## config.mk

```make
export PLATFORM = sky130hd
export DESIGN_NAME = polyline_sequencer
export DESIGN_NICKNAME = d
export VERILOG_FILES = /design/src/rtl/polyline_sequencer.sv
export SDC_FILE = /design/constraint.sdc
export NUM_CORES = 1
export LEC_CHECK = 0
export BUFFER_PORTS_ARGS = -buffer_cell sky130_fd_sc_hd__buf_4
export CORE_MARGIN = 2
export CORE_UTILIZATION = 45
export CTS_CLUSTER_SIZE = 24
export DETAILED_ROUTE_END_ITERATION = 6
export PLACE_DENSITY_LB_ADDON = 0.08
export SYNTH_ARGS = -nofsm -noshare
export SYNTH_HDL_FRONTEND = slang
export SYNTH_SLANG_ARGS = --single-unit
```

## constraint.sdc

```tcl
create_clock -name clk -period 5.9 [get_ports clk]
set_input_delay 0.59 -clock clk [delete_from_list [all_inputs] [get_ports clk]]
set_output_delay 0.59 -clock clk [all_outputs]
set_load 0.03 [all_outputs]
```

## src/rtl/polyline_sequencer.sv

```systemverilog
// Breaks line/triangle/box commands into one line-generator launch per segment; endpoints are registered.
// Accepts a command only when idle; pix_full pauses the generator and the watchdog; abort or a timeout flushes.
module polyline_sequencer #(
    parameter int WDOG_CYCLES = 8192
) (
    input  logic               clk,
    input  logic               reset,
    input  logic               cmd_valid,
    output logic               cmd_ready,
    input  logic [1:0]         cmd_shape,
    input  logic signed [11:0] v0x,
    input  logic signed [11:0] v0y,
    input  logic signed [11:0] v1x,
    input  logic signed [11:0] v1y,
    input  logic signed [11:0] v2x,
    input  logic signed [11:0] v2y,
    input  logic               abort,
    input  logic               pix_full,
    output logic               lg_run,
    output logic               lg_reset,
    output logic signed [11:0] lg_aX,
    output logic signed [11:0] lg_aY,
    output logic signed [11:0] lg_bX,
    output logic signed [11:0] lg_bY,
    output logic               lg_ena_pause,
    input  logic               lg_busy,
    input  logic               lg_line_complete,
    output logic [1:0]         seg_idx,
    output logic               shape_done,
    output logic               shape_err
);

    typedef enum logic [2:0] {IDLE, LAUNCH, WAIT_DONE, WAIT_IDLE, FLUSH} state_t;

    typedef struct packed {
        logic signed [11:0] v0x, v0y, v1x, v1y, v2x, v2y;
    } verts_t;

    typedef struct packed {
        logic signed [11:0] ax, ay, bx, by;
    } seg_t;

    localparam logic [1:0] SHAPE_TRI  = 2'd1;
    localparam logic [1:0] SHAPE_BOX  = 2'd2;
    localparam logic [1:0] SHAPE_RSVD = 2'd3;

    state_t      state;
    logic [1:0]  shape_q;
    verts_t      verts_q;
    verts_t      cmd_verts;
    seg_t        seg_q;
    logic [13:0] wdog;
    logic [13:0] wdog_inc;
    logic        wdog_hit;

    // Box corners run c0=(v0x,v0y) -> c1=(v1x,v0y) -> c2=(v1x,v1y) -> c3=(v0x,v1y) -> c0.
    function automatic seg_t seg_ends(input logic [1:0] shape, input logic [1:0] idx, input verts_t v);
        seg_t s;
        s = '{v.v0x, v.v0y, v.v1x, v.v1y};
        if (shape == SHAPE_TRI) begin
            case (idx)
                2'd1:    s = '{v.v1x, v.v1y, v.v2x, v.v2y};
                2'd2:    s = '{v.v2x, v.v2y, v.v0x, v.v0y};
                default: s = '{v.v0x, v.v0y, v.v1x, v.v1y};
            endcase
        end else if (shape == SHAPE_BOX) begin
            case (idx)
                2'd0:    s = '{v.v0x, v.v0y, v.v1x, v.v0y};
                2'd1:    s = '{v.v1x, v.v0y, v.v1x, v.v1y};
                2'd2:    s = '{v.v1x, v.v1y, v.v0x, v.v1y};
                default: s = '{v.v0x, v.v1y, v.v0x, v.v0y};
            endcase
        end
        return s;
    endfunction

    function automatic logic [1:0] last_idx(input logic [1:0] shape);
        case (shape)
            SHAPE_TRI: return 2'd2;
            SHAPE_BOX: return 2'd3;
            default:   return 2'd0;
        endcase
    endfunction

    assign cmd_verts    = '{v0x, v0y, v1x, v1y, v2x, v2y};
    assign cmd_ready    = (state == IDLE) && !abort;
    assign lg_ena_pause = pix_full;
    assign lg_aX        = seg_q.ax;
    assign lg_aY        = seg_q.ay;
    assign lg_bX        = seg_q.bx;
    assign lg_bY        = seg_q.by;
    assign wdog_inc     = (wdog == 14'h3fff) ? wdog : wdog + 14'd1;
    assign wdog_hit     = (int'(wdog) + 1) >= WDOG_CYCLES;

    always_ff @(posedge clk or posedge reset) begin
        if (reset) begin
            state      <= IDLE;
            shape_q    <= '0;
            verts_q    <= '0;
            seg_q      <= '0;
            seg_idx    <= '0;
            wdog       <= '0;
            lg_run     <= 1'b0;
            lg_reset   <= 1'b0;
            shape_done <= 1'b0;
            shape_err  <= 1'b0;
        end else begin
            lg_run     <= 1'b0;
            lg_reset   <= 1'b0;
            shape_done <= 1'b0;
            shape_err  <= 1'b0;
            // Abort outranks completion and timeout; FLUSH already leads back to IDLE.
            if (abort && state != IDLE && state != FLUSH) begin
                state    <= FLUSH;
                lg_reset <= 1'b1;
            end else begin
                case (state)
                    IDLE: begin
                        if (cmd_valid && cmd_ready) begin
                            shape_q <= cmd_shape;
                            verts_q <= cmd_verts;
                            seg_idx <= 2'd0;
                            if (cmd_shape == SHAPE_RSVD) begin
                                shape_err <= 1'b1;
                            end else begin
                                state  <= LAUNCH;
                                lg_run <= 1'b1;
                                seg_q  <= seg_ends(cmd_shape, 2'd0, cmd_verts);
                            end
                        end
                    end
                    LAUNCH: begin
                        state <= WAIT_DONE;
                        wdog  <= '0;
                    end
                    WAIT_DONE: begin
                        if (lg_line_complete) begin
                            state <= WAIT_IDLE;
                        end else if (!pix_full) begin
                            wdog <= wdog_inc;
                            if (wdog_hit) begin
                                state     <= FLUSH;
                                lg_reset  <= 1'b1;
                                shape_err <= 1'b1;
                            end
                        end
                    end
                    WAIT_IDLE: begin
                        if (!lg_busy) begin
                            if (seg_idx == last_idx(shape_q)) begin
                                state      <= IDLE;
                                shape_done <= 1'b1;
                            end else begin
                                state   <= LAUNCH;
                                lg_run  <= 1'b1;
                                seg_idx <= seg_idx + 2'd1;
                                seg_q   <= seg_ends(shape_q, seg_idx + 2'd1, verts_q);
                            end
                        end
                    end
                    FLUSH:   state <= IDLE;
                    default: state <= IDLE;
                endcase
            end
        end
    end

endmodule
```

Word level (Yosys, flattened, before mapping). Index checks and enable logic that the tools add are counted.

Register bits after elaboration: 145. Output and inout port bits: 56.

Add/subtract/negate cells: 3. Order comparisons: 1. Equality and inequality tests: 25. Multiplexer cells: 51. Bitwise gates (word level): 1. Reductions and logical operators: 15.

Operators with widths (count): $mux 48 (6); $pmux 48 s2 (2); $pmux 48 s3 (1); $mux 14 (3); $pmux 14 s2 (1); $mux 12 (2); $mux 3 (7); $mux 1 (18); $add 14x1->15 const B (1); $ge 15x14->1 const B (1); $reduce_and 5->1 (3); $add 14x1->14 const B (1); $eq 14x14->1 const B (1); $mux 2 (6); $ne 2x2->1 const B (6); $pmux 3 s4 (1); $ne 3x3->1 const B (3); $eq 2x2->1 const B (4); $ne 4x4->1 const B (2); $pmux 2 s2 (2); $eq 2x1->1 const B (3); $eq 3x2->1 const B (2); $reduce_and 6->1 (1); $logic_and 1x1->1 (4); other kinds (13) (15).

Longest topological paths before layout.
Depth after elaboration: 10. Mapped depth: 10.

Worst setup path before layout. No wires, ideal clock.

Kind: input to register. Start point: input abort. End point: register verts_q[0] in the netlist's numbering. Setup time: 125 ps. Arrival: 2680 ps. Setup slack: 3095 ps. Stages on the path: 7. Cells stage by stage: buf_2 nor4_1 and2_1 buf_4 buf_6 buf_6 mux2_2.

Word-level cells in the longest chain between the ends: 4. Elaborated cells between the ends (all ways): 7.

Ends and longest elaborated chain: start: declaration (line 17) `input logic abort,`; $logic_not 1->1 (line 86) `assign cmd_ready = (state == IDLE) && !abort;`; $logic_and 1x1->1 (line 86); net cmd_ready (line 9) `output logic cmd_ready,`; $logic_and 1x1->1 (line 119) `if (cmd_valid && cmd_ready) begin`; $reduce_and 3->1 (no line); end signal: assignment (line 121) `verts_q <= cmd_verts;`; end: declaration (line 49) `verts_t verts_q;`.

The timed path passes the listed nets, and every way through them passes these cells. A chain may end at the register's enable or synchronous reset.

Final worst setup path.
Start point: register seg_idx[0]. End point: register seg_q (netlist bit lg_bY[6]).

Word-level cells in the longest chain between the ends: 8. Elaborated cells between the ends (all ways): 14.

Ends and longest elaborated chain: start: declaration (line 28) `output logic [1:0] seg_idx,`; start signal: assignment (line 156) `seg_idx <= seg_idx + 2'd1;`; $add 2x1->2 (line 157) `seg_q <= seg_ends(shape_q, seg_idx + 2'd1, verts_q);`; $eq 2x2->1 (tied with other cells) (line 61, 67); $pmux 48 s3 (line 67) `case (idx)`; $mux 48 (line 66) `end else if (shape == SHAPE_BOX) begin`; $mux 48 (line 60) `if (shape == SHAPE_TRI) begin`; $mux 48 (line 150) `if (seg_idx == last_idx(shape_q)) begin`; $mux 48 (line 149) `if (!lg_busy) begin`; $pmux 48 s2 (line 117) `case (state)`; end signal: assignment (line 128) `seg_q <= seg_ends(cmd_shape, 2'd0, cmd_verts);`; end signal: assignment (line 157); end: declaration (line 51) `seg_t seg_q;`.

Several ways; a longest one is shown, not always the timed one. The select of a mux whose other input is x is not followed.

==> metrics.txt <==
outcome finished, final reports clean; Setup WS post-layout 2.336 ns; Layout area overhead 20.86%; worst hold-check path type in -> async; relative slew slack 0.1978; port buffer count 136; overall routing resource usage 0.2417; Yosys warning total 0; CTS tree built; Crit. End Element flop; Post-synth EDFFs 0; CORE AREA 17180 um^2; Setup TNS Final 0 ns; post-DP HPWL 13.81 mm; worst hold slack 0.3488 ns; crit path max fanout 40; row cnt 48; worst vdd ir 0.2666 mV; Die Wd 136.1 um; Worst-Margin Slew 1.195 ns; First DRT Iteration DRCs 691; H-Tree Depth 4; Tmin final 3.564 ns; final WL 21.82 mm; most common cell after layout, fill and taps aside dfrtp_1; grt ovf 0; slowest stage cell, crit path nor2_4; I/O pin total 137; most frequent cells in the layout dfrtp_1 (145), buf_4 (140), nand2_1 (77); drt first pass iters 6; Crit path max-delay family compound AO/OA/AOI/OAI gates; PD cells 525.5 nW/um^2; ant diodes 0; leakage power 4.050 nW; layout cells sized above 1 0.3034; CP startpoint seg_idx[0]$_DFFE_PP0P_; Startpoint Class flop; register area 3628 um^2; synth unique cells 57; Top FF cell, synth dfrtp_1; R2R cell count 7; DRC 0; cts repair resizes 0; Synth Register Bits 145; number of setup violations in the final report 0; Filler cells 1530; RSZ-0062 raised after global routing false; number of max-cap violations 0; Die ar. 18520 um^2; Max Slew Vio Count 0; R2R setup slack 2.34 ns; Setup WS pre-CTS 2.359 ns; CP cell instances inv_1 > ha_2 > nor2_4 > o21ai_1 > a221o_1 > a21oi_1 > o21ai_0; worst path arrival time 3.81 ns; Post-DRT Antenna Nets 0; WL/cell 19.75 um; total power 4.987 mW; WP buf/inv 1; vias per inst 6.177; hold_buf cts 0; Post-Syn Area 7851 um^2; Clock Latency Late Sink 0.42 ns; Post-Route Utilization 0.5524; vias in the first global route 6674; Mapped Nets 864; Comb pwr share 0.407; setup bufs post-CTS 0; Largest stage delay, worst path 0.94 ns; clock-pin slew on the worst setup and hold paths 0.06 ns; crit share post-route 0.6041; worst setup path class reg -> reg; Power Internal 3.017 mW; total clock sinks 145; max frequency 280.6 MHz; Post-Syn Instances 776; first-pass GRT wire length 34.90 mm; largest net degree at the start of global routing 91; asr flop ratio synth 1.000; R2R Path Start seg_idx[0]$_DFFE_PP0P_; Initial Util 0.4571; Final Skew 0.008580 ns; Die Ht 136.1 um; sequential element share of the synthesized area 0.4622; Clock power frac 0.219; Net count, final 956; Seq pwr share 0.373; Multi-input gate area 3890 um^2; worst r2r dst lg_bY[6]$_DFFE_PP0P_; Post-Syn Area per Cell 10.12 um^2; via count 6826; switching part of the total 0.3950; gp weighted congestion 0.8318; final hold viol count 0; Critical Path RT 6.14 ns; initial antenna violation count 0; clk root buf clkbuf_16; sw power 1.970 mW; Clock Tree Buf Depth 2; Num CTS Buffers 17
routing by layer:
| layer | global-route usage | vias to the layer above | routed length, um |
|---|---|---|---|
| li1 | - | 3109 | - |
| met1 | 0.3220 | 3353 | 9287 |
| met2 | 0.3948 | 312 | 10480 |
| met3 | 0.04325 | 52 | 1438 |
| met4 | 0.08912 | 0 | 611 |
| met5 | 0 | - | 0 |
power by group through the flow:
stage / clock network, mW / registers [mW] / logic, mW
2_1_floorplan: 0 / 2.05 / 1.19
3_3_place_gp: 0 / 1.84 / 1.97
3_5_place_dp: 0 / 1.86 / 2.03
4_1_cts: 1.12 / 1.85 / 2.03
5_1_grt: 1.17 / 1.92 / 2.20
6_report: 1.09 / 1.86 / 2.03
layout make-up:
cell class,count,area share
Multi-Input combinational cell,554,0.4099
Sequential cell,145,0.3824
Timing Repair Buffer,140,0.1108
Clock buffer,21,0.04852
Tap cell,225,0.02967
Clock inverter,10,0.01424
Inverter,10,0.004483
worst max path at each step:
stage,endpoint,slack (ns),cells past startpoint
after CTS,lg_bY[6]$_DFFE_PP0P_,2.38,7
after detailed placement,lg_bY[6]$_DFFE_PP0P_,2.36,7
after global placement,lg_bY[9]$_DFFE_PP0P_,2.56,7
after floorplan,lg_aX[0]$_DFFE_PP0P_,1.42,1
final,lg_bY[6]$_DFFE_PP0P_,2.34,7
after global routing,lg_bY[5]$_DFFE_PP0P_,2.18,7
logic make-up after synthesis:
group	count (synthesis)	synth area share
XOR/XNOR	8	0.008925
multiplexers	88	0.1246
adder cells (fa/ha/maj)	7	0.01115
AO/OA/AOI/OAI	257	0.2309
buffers and inverters	77	0.04717
AND/OR/NAND/NOR	194	0.1151
flip-flops	145	0.4622
synthesized netlist by cell type, types with 3 or more instances:
| library cell | count | area [um^2] |
|---|---|---|
| nor4_1 | 4 | 25.02 |
| inv_1 | 9 | 33.78 |
| dfrtp_1 | 145 | 3628 |
| nand2_1 | 77 | 289.0 |
| a31oi_1 | 38 | 237.7 |
| mux2i_1 | 13 | 130.1 |
| nor2_1 | 68 | 255.2 |
| ha_1 | 7 | 87.58 |
| clkbuf_1 | 41 | 153.9 |
| xor2_1 | 6 | 52.55 |
| a221oi_1 | 13 | 113.9 |
| mux2_2 | 73 | 822.0 |
| a22oi_1 | 49 | 367.9 |
| nor2b_1 | 3 | 18.77 |
| nand3_1 | 9 | 45.04 |
| nor3_1 | 3 | 15.01 |
| a21oi_1 | 46 | 230.2 |
| a221o_1 | 48 | 480.5 |
| nor3b_1 | 3 | 22.52 |
| buf_4 | 10 | 75.07 |
| o21ai_0 | 46 | 230.2 |
| or2_2 | 3 | 18.77 |
| nand4_1 | 5 | 31.28 |
| buf_2 | 10 | 50.05 |
| buf_6 | 4 | 45.04 |
| and2_1 | 3 | 18.77 |
sequential cells by signal (all words and copies together) (netlist names), 2 cells and up:
name / flops
lg_bY: 12
lg_bX: 12
verts_q: 72
state: 3
shape_q: 2
lg_aX: 12
wdog: 14
lg_aY: 12
seg_idx: 2
metrics by stage:
step / std cells / area, um^2
final: 1105 / 9489
after global routing: 1105 / 9489
after CTS: 1105 / 9489
after detailed placement: 1074 / 8894
after global placement: 1074 / 8894
after floorplan: 776 / 7851
(Power assumes the default switching activity.)
